<file path="config.mk">
export PLATFORM = sky130hd
export DESIGN_NAME = axis_pos_tracker_flat
export DESIGN_NICKNAME = d
export VERILOG_FILES = /design/src/rtl/axis_pos_tracker_pkg.sv /design/src/rtl/axis_pos_tracker_if.sv /design/src/rtl/axis_pos_tracker.sv /design/src/flat_wrapper.sv
export SDC_FILE = /design/constraint.sdc
export NUM_CORES = 1
export LEC_CHECK = 0
export ABC_AREA = 1
export BUFFER_PORTS_ARGS = -buffer_cell sky130_fd_sc_hd__buf_2
export CORE_MARGIN = 3
export CORE_UTILIZATION = 50
export CTS_CLUSTER_DIAMETER = 50
export DETAILED_ROUTE_END_ITERATION = 8
export GPL_TIMING_DRIVEN = 1
export HOLD_SLACK_MARGIN = 0.02
export PLACE_DENSITY = 0.77
export SETUP_SLACK_MARGIN = 0.2
export SYNTH_ARGS = -nofsm -noshare
export SYNTH_HDL_FRONTEND = slang
export SYNTH_SLANG_ARGS = --single-unit
</file>
<file path="constraint.sdc">
create_clock -name clk -period 3.4 [get_ports clk]
set_clock_uncertainty 0.2 [all_clocks]
set_input_delay 0.34 -clock clk [delete_from_list [all_inputs] [get_ports clk]]
set_output_delay 0.34 -clock clk [all_outputs]
set_load 0.05 [all_outputs]
</file>
<file path="src/rtl/axis_pos_tracker_pkg.sv">
// Shared definitions for the AXI4-Stream position tracker.
//   state_t : tracker FSM states
//   sat_inc : increment that sticks at the largest w-bit value
package axis_pos_tracker_pkg;

  typedef enum logic [2:0] {
    S_WAIT_SOF,
    S_FSYNC,
    S_LSYNC,
    S_UPD,
    S_STREAM
  } state_t;

  // Callers cast the result back down to their counter width.
  function automatic logic [31:0] sat_inc(input logic [31:0] v, input int unsigned w);
    logic [31:0] vmax;
    vmax = (w >= 32) ? 32'hFFFF_FFFF : ((32'd1 << w) - 32'd1);
    return (v >= vmax) ? vmax : v + 32'd1;
  endfunction

endpackage

</file>
<file path="src/rtl/axis_pos_tracker_if.sv">
// AXI4-Stream beat bundle.
//   master : drives tvalid/tdata/tuser/tlast, receives tready
//   slave  : receives tvalid/tdata/tuser/tlast, drives tready
// tuser carries start-of-frame, tlast carries end-of-line.
interface axis_pos_tracker_if #(
  parameter int DW = 8
);
  logic          tvalid;
  logic [DW-1:0] tdata;
  logic          tuser;
  logic          tlast;
  logic          tready;

  modport master (output tvalid, tdata, tuser, tlast, input tready);
  modport slave  (input tvalid, tdata, tuser, tlast, output tready);
endinterface

</file>
<file path="src/rtl/axis_pos_tracker.sv">
// Pass-through AXI4-Stream position tracker feeding the window shifter.
// Ports:
//   clk, reset          : clock, asynchronous active-high reset
//   s_axis / m_axis     : upstream slave and downstream master stream
//   fsync, lsync        : frame / line start pulses (decoded from state)
//   col_idx(_next)      : index of the next presented pixel (+1), col_update strobe
//   row_idx(_next)      : current line index (+1), row_update strobe
//   frame_width/height  : geometry of the last completed line / frame
//   err_sof             : one-cycle pulse when SOF truncated a line
module axis_pos_tracker
  import axis_pos_tracker_pkg::*;
#(
  parameter int C_PIXEL_WIDTH = 8,
  parameter int C_IMG_WBITS   = 12,
  parameter int C_IMG_HBITS   = 12
) (
  input  logic                   clk,
  input  logic                   reset,
  axis_pos_tracker_if.slave      s_axis,
  axis_pos_tracker_if.master     m_axis,
  output logic                   fsync,
  output logic                   lsync,
  output logic [C_IMG_WBITS-1:0] col_idx,
  output logic [C_IMG_WBITS-1:0] col_idx_next,
  output logic                   col_update,
  output logic [C_IMG_HBITS-1:0] row_idx,
  output logic [C_IMG_HBITS-1:0] row_idx_next,
  output logic                   row_update,
  output logic [C_IMG_WBITS-1:0] frame_width,
  output logic [C_IMG_HBITS-1:0] frame_height,
  output logic                   err_sof
);

  state_t                 state_q;
  logic                   sof_ok_q;
  logic                   err_sof_q;
  logic [C_IMG_WBITS-1:0] col_cnt_q;
  logic [C_IMG_HBITS-1:0] row_cnt_q;
  logic [C_IMG_WBITS-1:0] frame_width_q;
  logic [C_IMG_HBITS-1:0] frame_height_q;

  logic [C_IMG_WBITS-1:0] col_inc;
  logic [C_IMG_WBITS-1:0] col_inc2;
  logic [C_IMG_HBITS-1:0] row_inc;
  logic                   sof_hold;
  logic                   xfer;
  logic                   s_tready_c;
  logic                   m_tvalid_c;
  logic [C_PIXEL_WIDTH-1:0] pix;

  assign col_inc  = C_IMG_WBITS'(sat_inc(32'(col_cnt_q), C_IMG_WBITS));
  assign col_inc2 = C_IMG_WBITS'(sat_inc(32'(col_inc), C_IMG_WBITS));
  assign row_inc  = C_IMG_HBITS'(sat_inc(32'(row_cnt_q), C_IMG_HBITS));

  // sof_ok marks the SOF beat that has already been through the sync
  // sequence, so it is passed instead of held a second time.
  assign sof_hold = s_axis.tvalid && s_axis.tuser && !sof_ok_q;
  // Written without m_tvalid_c so the handshake has no comb loop.
  assign xfer     = (state_q == S_STREAM) && s_axis.tvalid && !sof_hold && m_axis.tready;

  assign pix           = s_axis.tdata;
  assign m_axis.tdata  = pix;
  assign m_axis.tuser  = s_axis.tuser;
  assign m_axis.tlast  = s_axis.tlast;
  assign m_axis.tvalid = m_tvalid_c;
  assign s_axis.tready = s_tready_c;

  assign fsync        = (state_q == S_FSYNC);
  assign lsync        = (state_q == S_LSYNC);
  assign row_update   = (state_q == S_UPD);
  assign row_idx      = row_cnt_q;
  assign row_idx_next = row_inc;
  assign frame_width  = frame_width_q;
  assign frame_height = frame_height_q;
  assign err_sof      = err_sof_q;

  always_comb begin
    s_tready_c   = 1'b0;
    m_tvalid_c   = 1'b0;
    col_update   = 1'b0;
    col_idx      = col_cnt_q;
    col_idx_next = col_inc;
    case (state_q)
      S_WAIT_SOF: s_tready_c = !sof_hold;
      S_UPD: begin
        col_update   = 1'b1;
        col_idx      = '0;
        col_idx_next = C_IMG_WBITS'(1);
      end
      S_STREAM: begin
        m_tvalid_c = s_axis.tvalid && !sof_hold;
        s_tready_c = m_axis.tready && !sof_hold;
        // Strobe describes the position after this beat is consumed.
        if (xfer) begin
          col_update   = 1'b1;
          col_idx      = col_inc;
          col_idx_next = col_inc2;
        end
      end
      default: ;
    endcase
  end

  always_ff @(posedge clk or posedge reset) begin
    if (reset) begin
      state_q        <= S_WAIT_SOF;
      sof_ok_q       <= 1'b0;
      err_sof_q      <= 1'b0;
      col_cnt_q      <= '0;
      row_cnt_q      <= '0;
      frame_width_q  <= '0;
      frame_height_q <= '0;
    end else begin
      err_sof_q <= 1'b0;
      case (state_q)
        S_WAIT_SOF: if (sof_hold) state_q <= S_FSYNC;
        S_FSYNC: begin
          sof_ok_q  <= 1'b1;
          row_cnt_q <= '0;
          state_q   <= S_LSYNC;
        end
        S_LSYNC: begin
          col_cnt_q <= '0;
          state_q   <= S_UPD;
        end
        S_UPD: state_q <= S_STREAM;
        S_STREAM: begin
          if (sof_hold) begin
            // A line cut short by SOF still counts toward the frame height.
            if (col_cnt_q == '0) begin
              frame_height_q <= row_cnt_q;
            end else begin
              err_sof_q      <= 1'b1;
              frame_height_q <= row_inc;
            end
            state_q <= S_FSYNC;
          end else if (xfer) begin
            col_cnt_q <= col_inc;
            sof_ok_q  <= 1'b0;
            if (s_axis.tlast) begin
              frame_width_q <= col_inc;
              row_cnt_q     <= row_inc;
              state_q       <= S_LSYNC;
            end
          end
        end
        default: state_q <= S_WAIT_SOF;
      endcase
    end
  end

endmodule
</file>
<file path="src/flat_wrapper.sv">
// flat-port wrapper written by rule: the top's interface ports become plain ports
module axis_pos_tracker_flat import axis_pos_tracker_pkg::*;
#(
  parameter int C_PIXEL_WIDTH = 8,
  parameter int C_IMG_WBITS   = 12,
  parameter int C_IMG_HBITS   = 12
)
  (clk, reset, fsync, lsync, col_idx, col_idx_next, col_update, row_idx, row_idx_next, row_update, frame_width, frame_height, err_sof, s_axis_tvalid, s_axis_tdata, s_axis_tuser, s_axis_tlast, s_axis_tready, m_axis_tvalid, m_axis_tdata, m_axis_tuser, m_axis_tlast, m_axis_tready);
  axis_pos_tracker_if s_axis_i ();
  axis_pos_tracker_if m_axis_i ();
  input  logic clk;
  input  logic reset;
  output logic fsync;
  output logic lsync;
  output logic [C_IMG_WBITS-1:0] col_idx;
  output logic [C_IMG_WBITS-1:0] col_idx_next;
  output logic col_update;
  output logic [C_IMG_HBITS-1:0] row_idx;
  output logic [C_IMG_HBITS-1:0] row_idx_next;
  output logic row_update;
  output logic [C_IMG_WBITS-1:0] frame_width;
  output logic [C_IMG_HBITS-1:0] frame_height;
  output logic err_sof;
  input wire logic [$bits(s_axis_i.tvalid)-1:0] s_axis_tvalid;
  input wire logic [$bits(s_axis_i.tdata)-1:0] s_axis_tdata;
  input wire logic [$bits(s_axis_i.tuser)-1:0] s_axis_tuser;
  input wire logic [$bits(s_axis_i.tlast)-1:0] s_axis_tlast;
  output wire logic [$bits(s_axis_i.tready)-1:0] s_axis_tready;
  output wire logic [$bits(m_axis_i.tvalid)-1:0] m_axis_tvalid;
  output wire logic [$bits(m_axis_i.tdata)-1:0] m_axis_tdata;
  output wire logic [$bits(m_axis_i.tuser)-1:0] m_axis_tuser;
  output wire logic [$bits(m_axis_i.tlast)-1:0] m_axis_tlast;
  input wire logic [$bits(m_axis_i.tready)-1:0] m_axis_tready;
  assign s_axis_i.tvalid = s_axis_tvalid;
  assign s_axis_i.tdata = s_axis_tdata;
  assign s_axis_i.tuser = s_axis_tuser;
  assign s_axis_i.tlast = s_axis_tlast;
  assign s_axis_tready = s_axis_i.tready;
  assign m_axis_tvalid = m_axis_i.tvalid;
  assign m_axis_tdata = m_axis_i.tdata;
  assign m_axis_tuser = m_axis_i.tuser;
  assign m_axis_tlast = m_axis_i.tlast;
  assign m_axis_i.tready = m_axis_tready;
  axis_pos_tracker #(.C_PIXEL_WIDTH(C_PIXEL_WIDTH), .C_IMG_WBITS(C_IMG_WBITS), .C_IMG_HBITS(C_IMG_HBITS)) u_core (.clk(clk), .reset(reset), .s_axis(s_axis_i), .m_axis(m_axis_i), .fsync(fsync), .lsync(lsync), .col_idx(col_idx), .col_idx_next(col_idx_next), .col_update(col_update), .row_idx(row_idx), .row_idx_next(row_idx_next), .row_update(row_update), .frame_width(frame_width), .frame_height(frame_height), .err_sof(err_sof));
endmodule
</file>
======== After elaboration in Yosys (flattened, before gate mapping) ========
Cells that the tools add are included.
word-level totals
  bits in registers ....................... 53
  latch bits .............................. 0
  memory bits (writable) .................. 0
  memory bits (read-only) ................. 0
  input bits .............................. 14
  output and inout bits ................... 89
  logic and storage cells ................. 72
  memories kept ........................... 0
operators by class
  add/subtract/negate cells ............... 3
  multiply operators ...................... 0
  divide/modulo/power cells ............... 0
  order comparisons ....................... 3
  equal/unequal tests ..................... 10
  shift operators ......................... 0
  muxes and demuxes ....................... 29
  bitwise logic cells ..................... 1
  reduce and logical (&&, ||, !) cells .... 19
operators with widths
  operator               count
  $mux 12                10
  $pmux 12 s2            4
  $add 12x1->12 const B  3
  $ge 12x12->1 const B   3
  $pmux 3 s5             1
  $logic_not 12->1       1
  $mux 3                 4
  $reduce_and 4->1       2
  $logic_and 1x1->1      7
  $mux 1                 7
  $eq 3x2->1 const B     2
  $pmux 1 s2             3
  $reduce_and 3->1       2
  $ne 2x1->1 const B     2
  $ne 2x2->1 const B     2
  $reduce_and 2->1       2
  $reduce_bool 2->1      2
  $eq 3x1->1 const B     1
  $eq 3x3->1 const B     1
  $logic_not 3->1        1
  $ne 3x1->1 const B     1
  $ne 3x2->1 const B     1
  $logic_not 1->1        2
  $not 1->1              1

======== Logic depth before layout (Yosys ltp) ========
  depth in word-level cells ............... 8
  mapped depth ............................ 17
  gate-level depth less buffers ........... 16

======== Least setup slack after synthesis ========
No wires, ideal clock.
  path kind ............................... register -> output
  from .................................... register u_core.state_q[1]
  to ...................................... output col_idx[10]
  data arrival time ....................... 2.993 ns
  required time ........................... 2.860 ns
  slack ................................... -0.133 ns
  cell stages (with the launch flop) ...... 6
  buffers on the path ..................... 0
  cells stage by stage .................... dfrtp_1 inv_1 nor3_1 inv_1 nand2_1 o21ai_0
on the way
  elaborated cells on any way between the ends .. 7
  those cells by class .................... 2 x eq/ne; 2 x mux; 3 x reduce/logical
RTL lines
  what                    RTL line                 text
  from (decl)             axis_pos_tracker.sv:34   state_t state_q;
  from (signal assigned)  axis_pos_tracker.sv:106  state_q <= S_WAIT_SOF;
  from (signal assigned)  axis_pos_tracker.sv:116  S_WAIT_SOF: if (sof_hold) state_q <= S_FSYNC;
  from (signal assigned)  axis_pos_tracker.sv:120  state_q <= S_LSYNC;
  $eq 3x2->1              --
  named net row_update    flat_wrapper.sv:20       output logic row_update;
  $pmux 12 s2             axis_pos_tracker.sv:83   case (state_q)
  to (decl)               flat_wrapper.sv:15       output logic [C_IMG_WBITS-1:0] col_idx;
The timed path passes the listed nets, and every way through them passes these cells.

======== Worst setup path after layout ========
  from .................................... register u_core.col_cnt_q[1]
  to ...................................... output col_idx_next[7]
on the way
  longest elaborated chain between the ends .. 6
  elaborated cells on any way between the ends .. 8
  those cells by class .................... 2 x add/sub; 2 x order compare; 4 x mux
RTL lines
  what                                                  RTL line                    text
  from (decl)                                           axis_pos_tracker.sv:37      logic [C_IMG_WBITS-1:0] col_cnt_q;
  from (signal assigned)                                axis_pos_tracker.sv:138     col_cnt_q <= col_inc;
  $add 12x1->12 / $ge 12x12->1 (equally long branches)  axis_pos_tracker_pkg.sv:18  return (v >= vmax) ? vmax : v + 32'd1;
  $mux 12 *                                             axis_pos_tracker_pkg.sv:18
  $add 12x1->12 / $ge 12x12->1 (equally long branches)  axis_pos_tracker_pkg.sv:18
  $mux 12                                               axis_pos_tracker_pkg.sv:18
  $mux 12                                               axis_pos_tracker.sv:94      if (xfer) begin
  $pmux 12 s2 *                                         axis_pos_tracker.sv:83
  to (decl)                                             flat_wrapper.sv:16          output logic [C_IMG_WBITS-1:0] col_idx_next;
Every way passes the cells marked *; elsewhere a longest branch is shown, timed or not.

==> summary.md <==
| Metric | Value |
|---|---|
| Synth top area cells | dfrtp_1 37%, nand2_1 13%, o21ai_0 8.1% |
| TritonRoute pass-1 iters | 5 |
| Slowest library cell on the worst path | dfrtp_1 |
| Total Routing Usage GR | 25.39% |
| Row count | 30 |
| Total die area | around 8300 µm² |
| Vias per cell | 5.560 |
| Count leader, synth | nand2_1 |
| Fmax | 317.8 MHz |
| Final count of hold timing violations | 31 |
| Starting Density | 52.61% |
| Detailed-route via count | between 3,000 and 4,000 |
| Initial antenna violation count | 0 |
| Worst R2R Path Depth | 7 |
| CTS Buf Count | 5 |
| Dpl hpwl | 8.059 mm |
| Reg2Reg Setup Slack | 870 ps |
| Chip Height | 91.25 µm |
| Setup ws final | 253.6 ps |
| CP arrival | 2610 ps |
| Most common cell on crit path | nand2_1 |
| Synth Cell Area | 3633 µm² |
| CP max FO | 11 |
| CP required | approximately 2900 ps |
| GR Overflow Total | 0 |
| Worst R2R Start | u_core.state_q[1] |
| Syn nets | 530 |
| Global-route wire length before repair | 17.31 mm |
| Mean Syn Cell Area | around 7 µm² |
| Share of cells above drive strength 1 | roughly 28% |
| CTS tree | done |
| Failing checks | hold timing |
| Wirelength, routed | 10.91 mm |
| Max-Cap Viols | 0 |
| Wire per inst | 15.68 µm |
| Placer Congestion | 0.9891 |
| Clock tree buffer depth | 2 |
| Setup TNS | 0 ps |
| Synth top cells by count | 130 x nand2_1, 59 x o21ai_0, 57 x inv_1 |
| Final Util | 63.61% |
| Async set-reset flop share out of synthesis | 100.0% |
| Seq/Total Area, Yosys | 36.50% |
| Worst-Skew Late Latency | 320 ps |
| Clock slew at reported path FFs | 110 ps |
| Yosys Warn Count | 0 |
| Hold WC Path Type | in2async |
| Routed Antenna Nets | 0 |
| Final worst path period need | about 3100 ps |
| Max-slew headroom | 39.83% |
| RR Endpoint | u_core.frame_height[2] |
| Tcrit/Tclk final | around 93% |
| DRC viols | 0 |
| Count of cell types in the netlist | 38 |
| Core area | 6907 µm² |
| I/O pin cnt | 103 |
| RSZ-0062 raised after global routing | yes |
| Flops & latches, synth | 53 |
| Synth top area share | 36.50% |
| Vias in the first global route | 3,482 |
| Max stage delay on crit path | ~420 ps |
| # diodes | 0 |
| Worst Max-Slew Pin Slew | 899.3 ps |
| Top_reg_cell synth | dfrtp_1 |
| # H-tree levels | 2 |
| Maximum number of pins on one net before global-route repair | 40 |
| Setup Viol. Count Final | 0 |
| # nets final | just over 600 |
| Synth area leader | dfrtp_1 |
| CTS root buf | clkbuf_8 |
| Dpl ws | 282.8 ps |
| CP Capture Type | primary output |
| Leakage power | 2.325 nW |
| Post-synth EDFFs | 0 |
| Slew Viols, Final | 0 |
| Initial DRC Count | 335 |
| Post-Synthesis Cells | 512 |
| Area growth syn-to-layout | 20.90% |
| Hold Slack | -17.62 ps |
| Crit path kind | reg2out |
| Worst Setup Start Kind | register |
| Worst path cell trace | ha_2 -> nand3_2 -> inv_2 -> nand3_4 -> buf_4 -> nand3_1 -> inv_1 -> nor2_1 -> nand3_1 -> nand2_1 -> nand2_1 -> nand2_1 -> nand2_1 -> buf_6 |
| Status | finished, violations left |
| Maximum VDD drop | roughly 480 µV |
| Clock sink total | 53 |
| PwrDens | 500.3 nW/µm² |
| Die X | 91.25 µm |
| # port buffers | 86 |
-- through the flow --
stage               cells  hold slack (ps)  total power (W)  area [µm²]
floorplan             512            302.2         0.001531        3638
global placement      678            256.6         0.001749        4103
detailed placement    678            267.8         0.001758        4103
CTS                   691            20.36         0.002165        4263
global route          696            56.68         0.002308        4393
finish                696           -17.62         0.002198        4393
-- sequential cells by signal, indices dropped and copies added, names as in the netlist --
signal and cells:
u_core.col_cnt_q 12, u_core.err_sof 1, u_core.frame_height 12, u_core.frame_width 12, u_core.row_idx 12, u_core.sof_ok_q 1, u_core.state_q 3
-- how the worst max path moves through the flow --
stage                             start         endpoint  cells after the start
floorplan           u_core.col_cnt_q[0]  col_idx_next[2]                     17
global placement    u_core.col_cnt_q[0]  col_idx_next[2]                     17
detailed placement  u_core.col_cnt_q[0]  col_idx_next[2]                     17
CTS                 u_core.col_cnt_q[1]  col_idx_next[2]                     17
global route        u_core.col_cnt_q[0]  col_idx_next[4]                     14
finish              u_core.col_cnt_q[1]  col_idx_next[7]                     14
-- critical path, delay by kind of cell, from the launching register on --
family	cells	cell delay [ps]
AND/OR/NAND/NOR	9	1000
buffers and inverters	4	650
adder cells (fa/ha/maj)	1	220
flip-flops	1	420
-- layer usage --
layer | share of wire [%] | wire (µm) | GRT usage (%) | up-vias
li1 | - | - | - | 1838
met1 | 46 | 5032 | 36.40 | 1837
met2 | 45 | 4963 | 39.36 | 181
met3 | 7.1 | 777 | 4.308 | 14
met4 | 1.3 | 142 | 7.412 | 0
met5 | 0 | 0 | 0 | -
-- cell usage in the layout (no fill, tap or decap), drive strengths merged, types with 2 or more instances in the layout --
cell type and count:
nand2 142, buf 100, o21ai 75, inv 68, dfrtp 53, nor2 50
nand3 41, nand4 9, o22ai 8, nor3 7, clkbuf 7, xor2 6
o21bai 6, a22o 4, a21oi 4, ha 4, o211ai 3, or2 2
xnor2 2, a31oi 2, clkinv 2
-- final cells by class --
type / count / area [µm²]
flip-flops and latches: 53 / 1328
clock buffers: 5 / 68.82
inverters: 67 / 255.2
repair buffers: 102 / 606.8
clock inverters: 3 / 28.78
well taps: 96 / 120.1
multi-input cells: 370 / 1986
fillers: 672 / 2514
-- where the power goes --
| part | total (W) | switching, W | internal [W] | leakage [nW] |
|---|---|---|---|---|
| registers | 0.000764 | 0.0000586 | 0.000705 | 0.723 |
| clock network | 0.000393 | 0.000239 | 0.000155 | 0.0506 |
| logic | 0.00104 | 0.000806 | 0.000234 | 1.55 |
-- timing repair --
action	4_1_cts	5_1_grt
gates resized for setup	10	29
hold buffers	0	0
setup buffers	5	5
pin swaps	3	9
setup endpoints to repair	13	12
-- kinds of logic (layout without fill, tap and decap cells) --
logic type / Yosys count / in the layout / share of synthesized area (%)
XOR/XNOR: 8 / 8 / 1.928
buffers and inverters: 89 / 177 / 10.61
flip-flops: 53 / 53 / 36.50
adder cells (fa/ha/maj): 4 / 4 / 1.377
AO/OA/AOI/OAI: 105 / 105 / 16.39
AND/OR/NAND/NOR: 253 / 253 / 33.20
Power figures use the tool's default switching activity.
